==> src/rtl/motor_pkg.sv <==
// Shared types and constants for the motor sequencer slice.
package motor_pkg;

  typedef enum logic [1:0] {
    ST_RUN       = 2'd0,
    ST_RAMP_DOWN = 2'd1,
    ST_DEAD      = 2'd2,
    ST_FAULT     = 2'd3
  } state_e;

  localparam int DUTY_W_DEF = 8;

  localparam logic DIR_FWD = 1'b0;
  localparam logic DIR_BWD = 1'b1;

  // Counter width able to hold 0..n-1, never narrower than one bit.
  function automatic int cnt_w(input int n);
    return (n > 1) ? $clog2(n) : 1;
  endfunction

endpackage

==> src/rtl/trip_monitor.sv <==
// Overcurrent trip monitor: OVER1 rising-edge detect, trip window timer
// and a saturating trip counter. Flags when the count reaches the limit.
module trip_monitor
  import motor_pkg::*;
#(
  parameter int TRIP_LIMIT    = 3,
  parameter int WINDOW_CYCLES = 5000000
) (
  input  logic CLK,
  input  logic RST,
  input  logic i_over,
  input  logic i_en,
  input  logic i_clr,
  output logic o_trip_limit_hit
);

  localparam int CNT_W = cnt_w(TRIP_LIMIT + 1);
  localparam int WIN_W = cnt_w(WINDOW_CYCLES);

  logic             r_over_q;
  logic [CNT_W-1:0] r_cnt;
  logic [WIN_W-1:0] r_win;
  logic             r_win_act;

  logic w_trip;
  logic w_win_end;

  // Rising edge of OVER1; trips are masked while the sequencer is faulted.
  assign w_trip    = i_en && i_over && !r_over_q;
  assign w_win_end = r_win_act && (r_win == WIN_W'(WINDOW_CYCLES - 1));

  // Registered copy of OVER1 for edge detection.
  always_ff @(posedge CLK or posedge RST) begin
    if (RST) r_over_q <= 1'b0;
    else     r_over_q <= i_over;
  end

  // Window timer and saturating trip count; a trip on the window's last
  // cycle opens a fresh window with count 1.
  always_ff @(posedge CLK or posedge RST) begin
    if (RST) begin
      r_cnt     <= '0;
      r_win     <= '0;
      r_win_act <= 1'b0;
    end else if (i_clr) begin
      r_cnt     <= '0;
      r_win     <= '0;
      r_win_act <= 1'b0;
    end else if (w_win_end) begin
      r_win     <= '0;
      r_win_act <= w_trip;
      r_cnt     <= w_trip ? CNT_W'(1) : '0;
    end else begin
      if (w_trip && r_cnt == '0) begin
        r_win_act <= 1'b1;
        r_win     <= '0;
      end else if (r_win_act) begin
        r_win <= r_win + WIN_W'(1);
      end
      if (w_trip && r_cnt != CNT_W'(TRIP_LIMIT))
        r_cnt <= r_cnt + CNT_W'(1);
    end
  end

  assign o_trip_limit_hit = (r_cnt == CNT_W'(TRIP_LIMIT));

endmodule

==> src/rtl/motor_sequencer.sv <==
// Motor sequencer: soft-start/stop duty ramp, dead time on reversal and
// latched overcurrent fault ahead of the PWM / H-bridge path.
module motor_sequencer
  import motor_pkg::*;
#(
  parameter int DUTY_W        = DUTY_W_DEF,
  parameter int RAMP_DIV      = 1000,
  parameter int DEAD_CYCLES   = 50000,
  parameter int TRIP_LIMIT    = 3,
  parameter int WINDOW_CYCLES = 5000000
) (
  input  logic              CLK,
  input  logic              RST,
  input  logic [DUTY_W-1:0] DUTY_REQ,
  input  logic              DIR_REQ,
  input  logic              OVER1,
  input  logic              FAULT_CLR,
  output logic [DUTY_W-1:0] DUTY_OUT,
  output logic              DIR_OUT,
  output logic              FAULT,
  output logic              BUSY
);

  localparam int PRE_W  = cnt_w(RAMP_DIV);
  localparam int DEAD_W = cnt_w(DEAD_CYCLES);

  state_e            r_state;
  logic [PRE_W-1:0]  r_pre;
  logic [DEAD_W-1:0] r_dead;
  logic [DUTY_W-1:0] r_duty;
  logic              r_dir;
  logic              r_fault;
  logic              r_busy;

  state_e            w_state_nxt;
  logic [DUTY_W-1:0] w_duty_nxt;
  logic              w_dir_nxt;
  logic              w_tick;
  logic              w_dead_end;
  logic              w_hit;
  logic              w_clr;
  logic              w_trip_en;

  assign w_tick     = (r_pre == PRE_W'(RAMP_DIV - 1));
  assign w_dead_end = (r_state == ST_DEAD) && (r_dead == DEAD_W'(DEAD_CYCLES - 1));
  assign w_clr      = (r_state == ST_FAULT) && (w_state_nxt == ST_RUN);
  assign w_trip_en  = (r_state != ST_FAULT);

  trip_monitor #(
    .TRIP_LIMIT    (TRIP_LIMIT),
    .WINDOW_CYCLES (WINDOW_CYCLES)
  ) u_trip (
    .CLK              (CLK),
    .RST              (RST),
    .i_over           (OVER1),
    .i_en             (w_trip_en),
    .i_clr            (w_clr),
    .o_trip_limit_hit (w_hit)
  );

  // Free-running ramp prescaler, independent of state.
  always_ff @(posedge CLK or posedge RST) begin
    if (RST) r_pre <= '0;
    else     r_pre <= w_tick ? '0 : r_pre + PRE_W'(1);
  end

  // Dead-time counter: zero outside DEAD so it is loaded on entry.
  always_ff @(posedge CLK or posedge RST) begin
    if (RST)                                r_dead <= '0;
    else if (r_state == ST_DEAD && !w_dead_end) r_dead <= r_dead + DEAD_W'(1);
    else                                    r_dead <= '0;
  end

  // State register.
  always_ff @(posedge CLK or posedge RST) begin
    if (RST) r_state <= ST_RUN;
    else     r_state <= w_state_nxt;
  end

  // Next-state logic: fault entry beats direction change beats ramp.
  always_comb begin
    w_state_nxt = r_state;
    if (w_hit && r_state != ST_FAULT) begin
      w_state_nxt = ST_FAULT;
    end else begin
      case (r_state)
        ST_RUN:       if (DIR_REQ != r_dir) w_state_nxt = ST_RAMP_DOWN;
        ST_RAMP_DOWN: if (DIR_REQ == r_dir) w_state_nxt = ST_RUN;
                      else if (r_duty == '0) w_state_nxt = ST_DEAD;
        ST_DEAD:      if (w_dead_end) w_state_nxt = ST_RUN;
        ST_FAULT:     if (FAULT_CLR && DUTY_REQ == '0) w_state_nxt = ST_RUN;
        default:      w_state_nxt = ST_RUN;
      endcase
    end
  end

  // Next output values; duty only moves on ticks and never overshoots.
  always_comb begin
    w_duty_nxt = r_duty;
    w_dir_nxt  = r_dir;
    if (w_state_nxt == ST_FAULT) begin
      w_duty_nxt = '0;
    end else begin
      case (r_state)
        ST_RUN: begin
          if (DIR_REQ == r_dir && w_tick) begin
            if (r_duty < DUTY_REQ)      w_duty_nxt = r_duty + DUTY_W'(1);
            else if (r_duty > DUTY_REQ) w_duty_nxt = r_duty - DUTY_W'(1);
          end
        end
        ST_RAMP_DOWN: begin
          if (DIR_REQ != r_dir && w_tick && r_duty != '0)
            w_duty_nxt = r_duty - DUTY_W'(1);
        end
        ST_DEAD: begin
          w_duty_nxt = '0;
          if (w_dead_end) w_dir_nxt = DIR_REQ;
        end
        default: w_duty_nxt = '0;
      endcase
    end
  end

  // Registered outputs.
  always_ff @(posedge CLK or posedge RST) begin
    if (RST) begin
      r_duty  <= '0;
      r_dir   <= DIR_FWD;
      r_fault <= 1'b0;
      r_busy  <= 1'b0;
    end else begin
      r_duty  <= w_duty_nxt;
      r_dir   <= w_dir_nxt;
      r_fault <= (w_state_nxt == ST_FAULT);
      r_busy  <= (w_state_nxt == ST_RAMP_DOWN) || (w_state_nxt == ST_DEAD);
    end
  end

  assign DUTY_OUT = r_duty;
  assign DIR_OUT  = r_dir;
  assign FAULT    = r_fault;
  assign BUSY     = r_busy;

endmodule

==> config.mk <==
export PLATFORM = sky130hd
export DESIGN_NAME = motor_sequencer
export DESIGN_NICKNAME = d
export VERILOG_FILES = /design/src/rtl/motor_pkg.sv /design/src/rtl/trip_monitor.sv /design/src/rtl/motor_sequencer.sv
export SDC_FILE = /design/constraint.sdc
export NUM_CORES = 1
export LEC_CHECK = 0
export BUFFER_PORTS_ARGS = -buffer_cell sky130_fd_sc_hd__buf_2
export CAP_MARGIN = 10
export CORE_ASPECT_RATIO = 0.7
export CORE_MARGIN = 5
export CORE_UTILIZATION = 43
export DETAILED_ROUTE_END_ITERATION = 10
export HOLD_SLACK_MARGIN = 0.15
export MAX_ROUTING_LAYER = met4
export PLACE_DENSITY = 0.6
export SYNTH_ARGS = -nofsm -noshare
export SYNTH_HDL_FRONTEND = slang
export SYNTH_SLANG_ARGS = --single-unit
==> constraint.sdc <==
create_clock -name CLK -period 2.8 [get_ports CLK]
set_clock_uncertainty 0.1 [all_clocks]
set_input_delay 0 -clock CLK [delete_from_list [all_inputs] [get_ports CLK]]
set_output_delay 0 -clock CLK [all_outputs]
set_load 0.05 [all_outputs]
==> results.md <==
* Worst EP required at 2950 ps
* Hold Crit Class: input pin to async pin
* Ranking of synthesized cells by area: dfrtp_1 (44%), nor2_1 (6.5%), ha_1 (5.7%), xor2_1 (5.4%), xnor2_1 (4.9%)
* Largest area contributor in the netlist: dfrtp_1
* CP Launch Type: register
* Clock Tree Buf Depth at 2
* Worst skew pair latency at 330 ps
* GRT Total Usage at 0.161
* Synth async-reset ratio at 1.00
* Final min period at 2620 ps
* Setup violations, final at 0
* Number of synthesized flops with an enable pin at 0
* Final period utilization at 0.935
* CTS buffer count at 9
* Ys flop type: dfrtp_1
* WP data arrival at 2770 ps
* Core box area at 0.00848 mm^2
* Leakage Power at 1.99 nW
* Synthesized instance count at 400
* Max VDD drop at 0.360 mV
* Top Family by Delay on Critical Path: compound AO/OA/AOI/OAI gates
* Antenna violations before repair at 0
* Setup WS post-layout at 182 ps
* Post-DP HPWL at 5470 um
* WL final at 7870 um
* CP Max Fanout at 12
* Cell Area, Synth at 0.00376 mm^2
* Final Power at 2.66 mW
* Starting Density at 0.444
* Vias at 2925
* DR vias/cell at 5.17
* Port Buf Inserts at 23
* IO Pins at 24
* Sinks on Clock Net at 66
* DRC Markers at 0
* H-Tree Depth at 3
* Area delta synth->final at 18.4%
* Slowest stage cell, crit path: or4_1
* Worst-Margin Slew at 683 ps
* Crit path kind: register to register
* Max-slew violation count at 0
* Pre-CTS setup slack at 151 ps
* Overflow after GRT at 0
* Syn avg cell area at 9.40 um^2
* ANT cells at 0
* Post-route ant nets at 0
* DR pass1 iterations at 6
* Die height at 88.2 um
* Cells after DPL at 542
* Fin nets at 472
* Worst slew margin at 0.544
* Status: completed
* YS warnings at 0
* Die width at 122 um
* Final Hold Fails at 0
* Core Rows at 28
* Final Instance Count excl. Fillers at 566
* Cell with the most instances after synthesis: dfrtp_1
* Critical Path Sink Type: register
* CTS tree: yes
* Routed len/inst at 13.9 um
* CTS root buffer: clkbuf_16
* WP buf/inv at 1
* Sum Neg Setup Slack at 0 ps
* Synth top cells by count: dfrtp_1 (66), nor2_1 (65), nand2_1 (32)
* CP Cell Sequence: buf_4 > ha_1 > a41o_1 > a211o_1 > or4_1 > a21oi_1 > mux2i_1
* Pwr/cell area at 597 mW/mm^2
* DR iter-0 viols at 171
* Synth top area share at 0.439
* Largest net degree at the start of global routing at 33
* Post-Syn Nets at 430
* Sequential fraction of the synthesis area at 0.439
* DIE AREA at 0.0107 mm^2
* GPL Wtd Cong at 0.911
* Clock-pin slew on the worst setup and hold paths at 50 ps
* Number of global-route vias before repair at 2730
* RSZ-0062 raised after global routing: false
* Critical Path Max Stage Delay at 550 ps
* Number of synthesized register bits at 66
* Share of layout cells above drive strength 1 at 0.173
* Global-route wire length before repair at 13100 um
* Synth unique cells at 47
* Max-cap violation count at 0
* Max Clock Freq at 0.382 GHz
==> metrics by stage <==
step / cell area [um^2] / utilization / hold slack (ps)
global placement: 4060 / 0.479 / 48.5
CTS: 4400 / 0.519 / 233
global route: 4450 / 0.525 / 249
floorplan: 3790 / - / -68.6
detailed placement: 4060 / 0.479 / 42.0
finish: 4450 / 0.525 / 219
==> per-layer routing <==
layer	up-vias	part of all wire	routed length (um)	GRT usage
li1	1474	-	-	-
met1	1380	0.54	4210	0.229
met2	59	0.40	3170	0.218
met3	12	0.045	353	0.0435
met4	0	0.017	133	0.0580
met5	-	0	0	-
==> worst reg2reg max path: stages, from the launching register on <==
cell and delay (ps):
dfrtp_2 420, buf_4 160, ha_1 290, a41o_1 250, a211o_1 400, or4_1 550, a21oi_1 190, mux2i_1 190
==> cell usage in the layout, fill, tap and decap left out, types with 4 or more instances in the layout <==
cell type	netlist	layout
o21ai_0	9	9
buf_2	3	23
nand4_1	11	11
nand2_1	32	32
or3_1	10	10
ha_1	17	16
xnor2_1	21	21
dfrtp_2	0	6
clkbuf_16	0	9
nor3_1	9	9
a21oi_1	12	11
buf_4	0	14
dlygate4sd3_1	0	4
o211ai_1	5	5
dfrtp_1	66	60
nor2_1	65	65
xor2_1	23	23
inv_1	23	22
and3_1	6	6
mux2i_1	7	7
nand3_1	24	23
==> timing repair <==
action / 4_1_cts / 5_1_grt
gates resized for setup: 0 / 5
setup endpoints to repair: 0 / 33
hold endpoints to repair: 36 / 0
hold buffers: 5 / 0
buffers inserted: 0 / 3
==> area by class of cell <==
class | instances | area [um^2]
timing repair buffer | 41 | 260
inverter | 23 | 86.3
fill | 796 | 4020
tap | 120 | 150
sequential | 66 | 1660
clock buffer | 12 | 246
multi-input combinational | 301 | 2010
clock inverter | 3 | 40.0
==> where the power goes <==
| part | switching, mW | internal, mW | leakage, nW |
|---|---|---|---|
| combinational | 0.258 | 0.167 | 0.986 |
| clock | 0.395 | 0.705 | 0.142 |
| sequential | 0.0888 | 1.04 | 0.862 |
==> kinds of logic after synthesis <==
| kind of cell | count (synthesis) | synth area share |
|---|---|---|
| buf+inv | 35 | 0.0399 |
| fa+ha+maj | 17 | 0.0566 |
| flops | 66 | 0.439 |
| compound gates | 45 | 0.0875 |
| mux | 8 | 0.0216 |
| xor+xnor | 44 | 0.102 |
| simple gates | 185 | 0.253 |
==> sequential cells by signal (all words and copies together) (netlist names) <==
signal and cells:
FAULT 1, BUSY 1, u_trip.r_over_q 1, u_trip.r_win_act 1, r_dead 16, DIR_OUT 1, u_trip.r_cnt 2, u_trip.r_win 23
DUTY_OUT 8, r_pre 10, r_state 2
==> worst paths after layout <==
path / from / slack [ps] / end / depth (start not counted)
worst max-delay path: DUTY_OUT[5]$_DFFE_PP0P_ / 180 / DUTY_OUT[7]$_DFFE_PP0P_ / 7
worst min-delay path: RST / 220 / r_dead[14]$_DFF_PP0_ / 3
worst max register to register: DUTY_OUT[5]$_DFFE_PP0P_ / 180 / DUTY_OUT[7]$_DFFE_PP0P_ / 7
worst min register to register: r_pre[0]$_DFF_PP0_ / 390 / r_pre[0]$_DFF_PP0_ / 1
max in group asynchronous: RST / 1630 / r_pre[3]$_DFF_PP0_ / 4
min in group CLK: OVER1 / 250 / u_trip.r_over_q$_DFF_PP0_ / 2
(Power assumes the default switching activity.)
